$ cat src/rtl/aim65_tty_rx.sv
// aim65_tty_rx: 8N1 serial receiver for the AIM-65 TTY line, with receive FIFO.
// Optional macro TTY_RX_MAJORITY_EN enables 2-of-3 majority sampling at every sample point.
// Ports: cpu_clk, reset_n (async, active-low), serial_in (async line), baud_div;
//        rx_data/rx_valid/rx_ready (FWFT pop), fifo_count; sticky framing_err/overrun_err with err_clr; busy.
module aim65_tty_rx #(
  parameter int FIFO_DEPTH = 16,
  parameter int DIV_WIDTH  = 16
) (
  input  logic                          cpu_clk,
  input  logic                          reset_n,
  input  logic                          serial_in,
  input  logic [DIV_WIDTH-1:0]          baud_div,
  output logic [7:0]                    rx_data,
  output logic                          rx_valid,
  input  logic                          rx_ready,
  output logic [$clog2(FIFO_DEPTH):0]   fifo_count,
  output logic                          framing_err,
  output logic                          overrun_err,
  input  logic                          err_clr,
  output logic                          busy
);

  localparam int AW = $clog2(FIFO_DEPTH);
  localparam int CW = AW + 1;

  typedef enum logic [2:0] {
    IDLE, START, DATA, STOP, BREAK
  } state_t;

  state_t               state_q, state_d;
  logic                 sync1_q, sync2_q, edge_q;
  logic [DIV_WIDTH-1:0] cnt_q, cnt_d;
  logic [DIV_WIDTH-1:0] div_q, div_d;
  logic [2:0]           bit_q, bit_d;
  logic [7:0]           shift_q, shift_d;
  logic                 ferr_q, ovr_q;
  logic [AW-1:0]        wptr_q, rptr_q;
  logic [CW-1:0]        count_q, count_d;
  logic [7:0]           mem [FIFO_DEPTH];

  logic s_in, cnt_zero, smp, sval, push, ferr_set;
  logic pop, full, wr, ovr_set, in_frame;

  assign s_in     = sync2_q;
  assign cnt_zero = (cnt_q == '0);
  assign in_frame = (state_q == START) || (state_q == DATA) ||
                    (state_q == STOP);

`ifdef TTY_RX_MAJORITY_EN
  // Samples at cnt=1 and cnt=0 are held; the vote closes one cycle later.
  logic m1_q, m0_q, pend_q;

  always_ff @(posedge cpu_clk or negedge reset_n) begin
    if (!reset_n) begin
      m1_q   <= 1'b1;
      m0_q   <= 1'b1;
      pend_q <= 1'b0;
    end else begin
      if (cnt_q == DIV_WIDTH'(1)) m1_q <= s_in;
      if (cnt_zero)               m0_q <= s_in;
      pend_q <= in_frame && cnt_zero;
    end
  end

  assign smp  = pend_q;
  assign sval = (m1_q & m0_q) | (m1_q & s_in) | (m0_q & s_in);
`else
  assign smp  = cnt_zero;
  assign sval = s_in;
`endif

  always_comb begin
    state_d  = state_q;
    cnt_d    = cnt_q;
    div_d    = div_q;
    bit_d    = bit_q;
    shift_d  = shift_q;
    push     = 1'b0;
    ferr_set = 1'b0;
    // Free-running bit timer: reload a full period on every expiry.
    if (in_frame)
      cnt_d = cnt_zero ? div_q - 1'b1 : cnt_q - 1'b1;
    unique case (state_q)
      IDLE: begin
        if (edge_q && !s_in) begin
          state_d = START;
          div_d   = baud_div;
          cnt_d   = (baud_div >> 1) - 1'b1;
        end
      end
      START: begin
        if (smp) begin
          state_d = sval ? IDLE : DATA;
          bit_d   = 3'd0;
        end
      end
      DATA: begin
        if (smp) begin
          shift_d[bit_q] = sval;
          if (bit_q == 3'd7) state_d = STOP;
          else               bit_d   = bit_q + 3'd1;
        end
      end
      STOP: begin
        if (smp) begin
          if (sval) begin
            push    = 1'b1;
            state_d = IDLE;
          end else begin
            ferr_set = 1'b1;
            state_d  = BREAK;
          end
        end
      end
      BREAK: begin
        if (s_in) state_d = IDLE;
      end
      default: state_d = IDLE;
    endcase
  end

  // Pop is resolved first, so a full FIFO still takes a byte when popped.
  assign pop     = rx_valid && rx_ready;
  assign full    = (count_q == CW'(FIFO_DEPTH));
  assign wr      = push && (!full || pop);
  assign ovr_set = push && full && !pop;

  always_comb begin
    count_d = count_q;
    if (wr && !pop)      count_d = count_q + 1'b1;
    else if (!wr && pop) count_d = count_q - 1'b1;
  end

  always_ff @(posedge cpu_clk or negedge reset_n) begin
    if (!reset_n) begin
      state_q <= IDLE;
      sync1_q <= 1'b1;
      sync2_q <= 1'b1;
      edge_q  <= 1'b1;
      cnt_q   <= '0;
      div_q   <= '0;
      bit_q   <= 3'd0;
      shift_q <= 8'h00;
      ferr_q  <= 1'b0;
      ovr_q   <= 1'b0;
      wptr_q  <= '0;
      rptr_q  <= '0;
      count_q <= '0;
    end else begin
      state_q <= state_d;
      sync1_q <= serial_in;
      sync2_q <= sync1_q;
      edge_q  <= sync2_q;
      cnt_q   <= cnt_d;
      div_q   <= div_d;
      bit_q   <= bit_d;
      shift_q <= shift_d;
      ferr_q  <= ferr_set ? 1'b1 : (err_clr ? 1'b0 : ferr_q);
      ovr_q   <= ovr_set  ? 1'b1 : (err_clr ? 1'b0 : ovr_q);
      if (wr)  wptr_q <= wptr_q + 1'b1;
      if (pop) rptr_q <= rptr_q + 1'b1;
      count_q <= count_d;
    end
  end

  always_ff @(posedge cpu_clk) begin
    if (wr) mem[wptr_q] <= shift_q;
  end

  assign rx_valid    = (count_q != '0);
  assign rx_data     = rx_valid ? mem[rptr_q] : 8'h00;
  assign fifo_count  = count_q;
  assign framing_err = ferr_q;
  assign overrun_err = ovr_q;
  assign busy        = (state_q != IDLE);

endmodule

$ cat config.mk
export PLATFORM = sky130hd
export DESIGN_NAME = aim65_tty_rx
export DESIGN_NICKNAME = d
export VERILOG_FILES = /design/src/rtl/aim65_tty_rx.sv
export SDC_FILE = /design/constraint.sdc
export NUM_CORES = 1
export LEC_CHECK = 0
export BUFFER_PORTS_ARGS = -buffer_cell sky130_fd_sc_hd__buf_4
export CORE_ASPECT_RATIO = 0.5
export CORE_MARGIN = 2
export CORE_UTILIZATION = 45
export DETAILED_ROUTE_END_ITERATION = 8
export SLEW_MARGIN = 20
export SYNTH_ARGS = -nofsm -noshare
export SYNTH_HDL_FRONTEND = slang
export SYNTH_SLANG_ARGS = --single-unit
$ cat constraint.sdc
create_clock -name cpu_clk -period 7.8 [get_ports cpu_clk]
set_input_delay 0.78 -clock cpu_clk [delete_from_list [all_inputs] [get_ports cpu_clk]]
set_output_delay 0.78 -clock cpu_clk [all_outputs]
set_load 0.02 [all_outputs]
==> results of run 1 <==
==> placed cells by master, fill, tap and decap left out, types with 5 or more instances in the layout <==
cell type	count
nor3_1	22
mux4_2	40
inv_1	16
nor2_1	38
ha_1	13
nand2_1	75
buf_4	45
o21ai_0	30
nand3_1	14
a31oi_1	7
mux2_2	9
xnor2_1	15
o22ai_1	6
or3_1	5
a21oi_1	19
nor4_1	7
xor2_1	11
or4_1	6
clkbuf_16	17
dfrtp_1	60
edfxtp_1	128
nor3b_1	5
nor2b_1	10
==> critical path, stage by stage (launching register included) <==
cell	delay, ps
dfrtp_1	460
nor4_2	400
nand3_1	300
or4_4	610
nor3b_4	420
ha_1	260
inv_1	110
fa_1	420
a21o_1	170
a21oi_1	160
xnor2_1	130
nor2_1	60
xor2_1	140
==> worst paths after layout <==
path	from	endpoint	slack (ps)	cells past startpoint
min in group asynchronous	reset_n	div_q[0]	450	1
setup / recovery	cnt_q[2]	fifo_count[4]	4040	12
hold / removal	sync1_q	s_in	360	0
setup reg to reg	cnt_q[2]	fifo_count[4]	4040	12
max in group asynchronous	reset_n	rptr_q[0]	6730	1
hold reg to reg	sync1_q	s_in	360	0
==> routing by layer <==
layer	up-vias	global-route usage [%]	share of wire (%)
met4	0	3.93	1.0
met5	-	0	0
met3	18	4.11	3.7
li1	2488	-	-
met1	2622	25.1	48
met2	123	30.8	48
==> state kept, by name (all words and copies together) (netlist names), 3 cells and up <==
name and cells:
cnt_q 16, mem 128, div_q 16, wptr_q 4, shift_q 8, state_q 3
rptr_q 4, bit_q 3, fifo_count 5
==> power breakdown <==
group	total [µW]	switching, µW	leakage, µW	internal (µW)
registers	1250	108	0.00218	1140
clock network	921	468	0.000309	453
logic	435	225	0.00130	210
==> stage by stage <==
step | instances | power (µW) | utilization (%) | cell area, µm² | worst slack, ps
floorplan | 638 | 1570 | - | 8720 | 4450
detailed placement | 910 | 1710 | 49.5 | 9270 | 4110
finish | 942 | 2600 | 53.0 | 9910 | 4040
global placement | 910 | 1710 | 49.5 | 9270 | 4150
CTS | 942 | 2630 | 53.0 | 9900 | 4080
global route | 942 | 2720 | 53.0 | 9910 | 3810
==> cell families after synthesis <==
group / count (synthesis) / synth area share (%)
and+or+nand+nor: 211 / 12.0
DFF: 192 / 62.5
AOI/OAI and AO/OA: 95 / 6.87
muxes: 52 / 11.8
buffers and inverters: 48 / 2.08
xor gates and xnor gates: 26 / 2.61
adders and majority gates: 14 / 2.09
==> layout make-up <==
type / count / share of cell area [%]
sequential: 192 / 55.0
inverter: 16 / 0.606
multi-input combinational: 398 / 31.3
clock inverter: 15 / 2.15
timing repair buffer: 45 / 3.41
tap: 259 / 3.27
clock buffer: 17 / 4.29
==> results, run 1 <==
- Along the worst path, the maximum fanout reaches 9.
- The post-synth net total is approximately 670.
- The first routing iteration left 382 violations.
- In the final layout, the share of cells above drive strength 1 is between 20% and 30%.
- Compared with the post-synthesis result, the final layout area differs by 13.6%.
- The number of setup violations in the final report is 0.
- The count of pins over their slew limit is 0.
- The total number of H-tree levels is 4.
- Counting flops and latches in the post-synthesis netlist gives 192.
- The initial antenna violation count is 0.
- Derived from the worst setup path, the maximum achievable clock frequency is between 200 and 300 MHz.
- The distinct cell type count of the synthesized netlist is just under 60.
- The power density normalized to cell area is around 260 mW/mm².
- The largest buffer count on any clock path is 2.
- Data arrives at the worst endpoint at ~4100 ps.
- The remaining max-slew budget at the tightest pin is around 39%.
- The number of enable-type register cells in the synthesized netlist is 128.
- Clock-pin slew was measured on the worst setup and hold paths at approximately 80 ps.
- For the worst-skew pair, the clock arrives at the later sink with an insertion delay of 440 ps.
- The number of inserted filler cells in the final layout is 1576.
- Max-cap violations in this run came to 0.
- The worst setup path is captured at a register.
- In the synthesized netlist the dominant register cell turns out to be edfxtp_1.
- For this design, the CTS-stage hold fixing added 0 buffers.
- The tightest min-delay check is of the register to register type.
- Global routing finished with a remaining overflow of 0.
- From left edge to right edge, the die measures between 200 and 250 µm.
- Across the VDD grid, the largest voltage drop is between 0.2 and 0.25 mV.
- The sum of negative setup slack is 0 ps.
- The count of nets left with antenna violations once routing finished came out at 0.
- The wire length of the first global-routing pass is ~29 mm.
- Buffers placed on the I/O ports in this run total 37.
- The most numerous cell in the Yosys netlist is edfxtp_1.
- In the final layout, flip-flops and latches occupy roughly 0.0055 mm².
- Setup repair after global routing left no endpoint under its margin.
- In this run the cell area of the synthesized design comes to 0.00872 mm².
- The TritonCTS clock tree is yes.
- Buffers inserted during clock tree synthesis total 17.
- By area the synthesized netlist is led by edfxtp_1, dfrtp_1, mux4_2, nand2_1, ha_1.
- The post-CTS setup buffer count is 0.
- The number of antenna diodes in the final layout is 0.
- In this run the core area contains 35 standard-cell rows.
- In this run the vertical extent of the chip is roughly 100 µm.
- The kind of critical path is register to register.
- The clock root buffer master is clkbuf_16.
- For this run, design rule violations remaining after detail routing come to 0.
- The total I/O pin count is 38.
- The die covers around 0.02 mm².
- The total routing resource utilization after global routing is about 18%.
- Counting every instance in the synthesized netlist gives between 600 and 700.
- STA classifies the critical path startpoint as a register.
- The number of iterations in the first detailed-routing pass is 4.
- For this design the static power due to leakage is 0.00379 µW.
- The via count of the first global-routing pass is between 5k and 6k.
- The flow ran to the end, and the final reports show no timing, DRC or antenna violations.
- Entering global routing, the biggest net connects 65 pins.
- Summed over all instances, the cell type with the most area after synthesis is edfxtp_1.
- For the pin with the worst max-slew slack, the measured transition is roughly 910 ps.
- In the synthesized netlist, the cells that appear most often are edfxtp_1, nand2_1, dfrtp_1.
- Summing over every cut layer, the via total after detailed routing is ~5.3k.
- The average detailed-routed wire length per instance is 19.0 µm.
- The clock period minus final worst setup slack is 3760 ps.
- The share of async-settable or async-resettable flops after synthesis is between 30% and 40%.
- The endpoint required time on the critical path is between 8000 and 9000 ps.
- The final layout contains routed wiring with a total length of ~18 mm.
- The total area of multi-input combinational cells is 0.00310 mm².
- The detailed placer's ending HPWL is about 12 mm.
- The number of sinks handled by clock tree synthesis is 192.
- The final number of hold-violating endpoints is 0.
- The ratio of final minimum period to clock period is around half.
- The last weighted congestion value of the routability-driven placer is 0.832.
- Dividing the detail-routed via count by the number of cells gives about 5.6.
- The post-layout net count is a little over 700.
- For the final database, setup skew stands at approximately 14 ps.
- For this run, the register share of the synthesized area comes to 62.5%.
- The tightest hold path in the finished design has a slack of 358 ps.
- The placeable core area is between 0.015 and 0.02 mm².
- Once the clock tree was built, the resizer swapped 0 gates to a different size.
- The initial standard-cell utilization of the core is 46.7%.
- The warning count from the yosys run is 0.
- The area share of the largest cell type after synthesis is ~44%.
- In this run the mean area of a mapped cell was 13.7 µm².
Note: power is estimated with default switching activity, not from simulation.
==> inputs of run 2 (changes only) <==
--- a/config.mk
+++ b/config.mk
@@ -5,6 +5,7 @@
 export SDC_FILE = /design/constraint.sdc
 export NUM_CORES = 1
 export LEC_CHECK = 0
+export ABC_AREA = 1
 export BUFFER_PORTS_ARGS = -buffer_cell sky130_fd_sc_hd__buf_4
 export CORE_ASPECT_RATIO = 0.5
 export CORE_MARGIN = 2
==> constraint.sdc (replaced) <==
create_clock -name cpu_clk -period 3.2 [get_ports cpu_clk]
set_input_delay 0.32 -clock cpu_clk [delete_from_list [all_inputs] [get_ports cpu_clk]]
set_output_delay 0.32 -clock cpu_clk [all_outputs]
set_load 0.02 [all_outputs]
==> run 2 against run 1 <==
Effect of this change: non-clock buffer count up 15; critical path type unchanged; hold slack worse by 370 ps; setup slack worse by 3700 ps; first-iteration DRC count up 34%; combinational power rose to 7.4 times the previous value; sequential share of layout area down 1.3 points; utilization down 0.94 points; the run now ends with hold timing left; clock power up 130%; clock skew down 2.9 ps; final cell count up 29%; cell area up 2.4%; largest cell class unchanged; die area up 2.6%.
==> results, run 2 <==
- Setup repair after global routing left no endpoint under its margin.
- The highest routing layer actually used is met4.
- The slowest stage of the critical path belongs to the cell dfrtp_1.
- The number of flip-flops under the largest register name is 128 (unchanged).
- The flip-flop and latch count after synthesis is 192 (unchanged).
- The clock-pin slew of the registers on the worst-case setup and hold paths is 70 ps (about the same).
- The via count of the first global-routing pass is 6488 (+26%).
- The achievable frequency is 346 MHz (+30%).
- The net switching power is 3290 µW (+310%).
- The minimum setup slack among reg-to-reg paths is 310 ps (-3730 ps).
- The endpoint of the worst register-to-register path is fifo_count[4].
- The mean area per synthesized cell came to 10.1 µm² (-26%).
- The number of sinks handled by clock tree synthesis is 192 (unchanged).
- The number of inserted filler cells in the final layout came to 1751 (+11%).
- The gate count of the mapped netlist is 890 (+39%).
- The share of power burned in registers was 36.6% (-11 points).
- The total I/O pin count came to 38 (unchanged).
- The maximum clock skew at final layout was 11.5 ps (-2.89 ps).
- The detailed placer's ending HPWL is 13.6 mm (+15%).
- The flow ran to the end, but the final reports show violations.
- The row count is 36 (+2.9%).
- The clock period minus final worst setup slack is 2890 ps (-872 ps).
- The largest buffer count on any clock path is 2 (unchanged).
- The leakage dissipation came to 0.00413 µW (+9.0%).
- The kind of launch point of the worst setup path is a register.
- The diode insertion count for antenna repair is 0 (unchanged).
- The highest cell delay on the worst timing path came to 460 ps (-150 ps).
- The logic gate share of total power is 38.0% (+21 points).
- The wire length of the first global-routing pass is 34.4 mm (+20%).
- The post-layout total power is 8500 µW (+230%).
- Traced cell by cell, the critical path runs through nor4_1 > nand3b_1 > nand2_1 > clkinv_1 > ha_1 > inv_1 > ha_1 > a21o_1 > a21oi_1 > nand2_1 > nand2_1 > nor2_1 > xor2_1.
- The cts-stage hold buffer count came to 1 (+1).
- The remaining max-slew budget at the tightest pin came to 33.0% (-6.1 points).
- The portion of total power attributed to the clock network is 25.4% (-10 points).
- The commonest non-fill, non-tap cell in the layout is nor2_1.
- The largest driver fanout on the critical path is 8 (-1).
- The count of buffers from port buffering is 37 (unchanged).
- The die footprint is 0.0211 mm² (+2.6%).
- In the layout the commonest cells are nor2_1, edfxtp_1, nand2_1.
- The switching power share of the total came to 38.7% (+7.9 points).
- The final number of hold-violating endpoints was 26 (+26).
- The distinct cell type count of the synthesized netlist was 45 (-22%).
- The number of cells traversed by the worst register-to-register path is 13 (+1).
- The leading register cell type out of synthesis is edfxtp_1.
- The share of cells above drive strength 1 is 13.1% (-8.0 points).
- The initial standard-cell utilization of the core is 45.9% (-0.74 points).
- The total routing resource utilization after global routing is 21.3% (+2.9 points).
- The wire length on met3 is 741 µm (+11%).
- The cell-internal power came to 5210 µW (+190%).
- The total number of vias is 6377 (+21%).
- The register area is 0.00545 mm² (unchanged).
- The worst path buffer plus inverter count is 2 (+1).
- The number of design rule violations left after detail routing is 0 (unchanged).
- After synthesis, the cell types taking the most area are edfxtp_1, dfrtp_1, nor2_1, o21ai_0, nand2_1.
- nor2_1 is the most common cell in the netlist.
- The last weighted congestion value of the routability-driven placer is 0.794 (-4.6%).
- The biggest area consumer among synthesized cells is edfxtp_1.
- The portion of the post-synthesis area used by sequential elements came to 60.8% (-1.6 points).
- The relative area change from synthesis to final layout is 13.4%.
- The largest registers in the layout are mem (128), cnt_q (16), div_q (16).
- The endpoint required time on the critical path came to 3530 ps (-4590 ps).
- In this run the worst setup path begins at fifo_count[0].
- The routed wire length came to 21.0 mm (+17%).
- The signal arrival time at the worst endpoint is 3210 ps (-870 ps).
- The ratio of final minimum period to clock period came to 90.3% (+42 points).
- TritonCTS built the clock tree.
- The peak ir drop on the vdd network is 0.428 mV (+110%).
- The number of setup violations in the final report is 0 (unchanged).
- The number of enable-type register cells in the synthesized netlist was 128 (unchanged).
- The power density normalized to cell area is 837 mW/mm² (+220%).
- The count of pins over their slew limit was 0 (unchanged).
- The kind of critical path is register to register.
- The area share of the largest cell type after synthesis came to 42.9% (-1.1 points).
- The post-layout net count was 967 (+37%).
- The warning count from the yosys run came to 0 (unchanged).
- The largest net degree at the start of global routing is 65 (unchanged).
- The detailed router's first-iteration violation count came to 513 (+34%).
- The sum of negative setup slack is 0 ps (unchanged).
- Among cell families on the critical path, the largest total delay comes from simple AND/OR/NAND/NOR gates.
- The total of max-cap violations is 0 (unchanged).
- The total of cells resized after clock tree synthesis was 0 (unchanged).
- The netlist area before placement was 0.00895 mm² (+2.7%).
- The final hold slack is -14.9 ps (-373 ps).
- The number of iterations in the first detailed-routing pass was 5 (+1).
- The total area of multi-input combinational cells is 0.00305 mm² (-1.7%).
- The overall die height was 104 µm (+1.3%).
- The die boundary width came to 203 µm (+1.3%).
- The number of nets with antenna violations after detailed routing is 0 (unchanged).
- The post-CTS setup buffer count is 0 (unchanged).
- The remaining global-route overflow is 0 (unchanged).
- The placeable core area was 0.0195 mm² (+4.3%).
- The worst register-to-register path begins at fifo_count[0].
- The cell sitting at the root of the clock tree is a clkbuf_16.
- The later-pin clock latency in the skew report is 440 ps (about the same).
- The average detailed-routed wire length per instance is 17.3 µm (-8.9%).
- The transition time at the pin with the least slew margin is 1000 ps (+91.5 ps).
- The via-per-instance ratio is 5.27 (-5.5%).
- The post-synth net total came to 925 (+37%).
- The total number of H-tree levels is 4 (unchanged).
- More flip-flops sit in one register than any other, and that register is mem.
- The number of buffers added by the clock tree synthesis step is 17 (unchanged).
- The classification of the worst-slack hold path is primary input to asynchronous set/reset pin.
- The most numerous cell on the critical path is nand2_1.
- The checks that failed: hold timing.
- The met2 wirelength from detailed routing was 10.2 mm (+19%).
- The wire length on met1 is 9.85 mm (+15%).
- The initial antenna violation count is 0 (unchanged).
- The endpoint class of the critical path is a register.
- The commonest cells after synthesis are nor2_1, edfxtp_1, nand2_1.
- The share of async-settable or async-resettable flops after synthesis is 33.3% (unchanged).
[run 2: changes by cell type after synthesis, moves of 16 or more]
cell,change
nor3_1,-16
inv_1,+55
nand2_1,+49
nand3_1,+37
o21ai_0,+71
o221ai_1,+25
nor2_1,+103
mux4_2,-40
a21oi_1,+19
[run 2: worst max path at each step]
stage                                to  slack [ps]  cells past startpoint
after global routing      fifo_count[4]          80                     12
final                     fifo_count[4]         310                     13
after detailed placement  fifo_count[4]         340                     13
after floorplan           fifo_count[4]         430                     14
after global placement    fifo_count[4]         410                     13
after CTS                 fifo_count[4]         330                     13
[run 2: cell type report]
class	instances	area share, %
clock buffer	20	4.30
clock inverter	12	1.47
inverter	76	2.81
multi-input combinational	585	30.0
sequential	192	53.7
tap	266	3.28
timing repair buffer	60	4.46
[run 2: per-stage QoR]
step / setup slack [ps] / instances / hold WS (ps) / instance area, µm² / util (%)
global route: 78.2 / 1211 / 45.8 / 10200 / 52.1
global placement: 405 / 1178 / 353 / 9560 / 49.0
CTS: 327 / 1211 / 6.55 / 10200 / 52.1
detailed placement: 342 / 1178 / 350 / 9560 / 49.0
floorplan: 425 / 890 / 24.4 / 8950 / -
finish: 312 / 1211 / -14.9 / 10200 / 52.1
[run 2: cell families after synthesis]
family,Yosys count,share of synthesized area (%)
AND/OR/NAND/NOR,359,17.7
adder cells (fa/ha/maj),14,2.04
buffers and inverters,113,5.13
XOR/XNOR,15,1.47
AO/OA/AOI/OAI,197,12.8
flip-flops,192,60.8
[run 2: worst register-to-register path: stages, from the launching register on]
cell and delay (ps):
dfrtp_1 460, nor4_1 400, nand3b_1 160, nand2_1 120, clkinv_1 200, ha_1 290, inv_1 160, ha_1 300
a21o_1 190, a21oi_1 180, nand2_1 70, nand2_1 70, nor2_1 50, xor2_1 130
[run 2: power groups by stage]
stage / clock network [µW] / registers (µW) / logic [µW]
2_1_floorplan: 0 / 3160 / 2230
6_report: 2160 / 3120 / 3230
3_5_place_dp: 0 / 3170 / 3240
3_3_place_gp: 0 / 3150 / 3190
5_1_grt: 2290 / 3150 / 3650
4_1_cts: 2200 / 3110 / 3260
[run 2: layer usage]
| metal | vias to the layer above | GRT usage (%) |
|---|---|---|
| li1 | 3168 | - |
| met1 | 3085 | 28.3 |
| met2 | 105 | 35.7 |
| met3 | 19 | 3.93 |
| met4 | 0 | 6.00 |
| met5 | - | 0 |
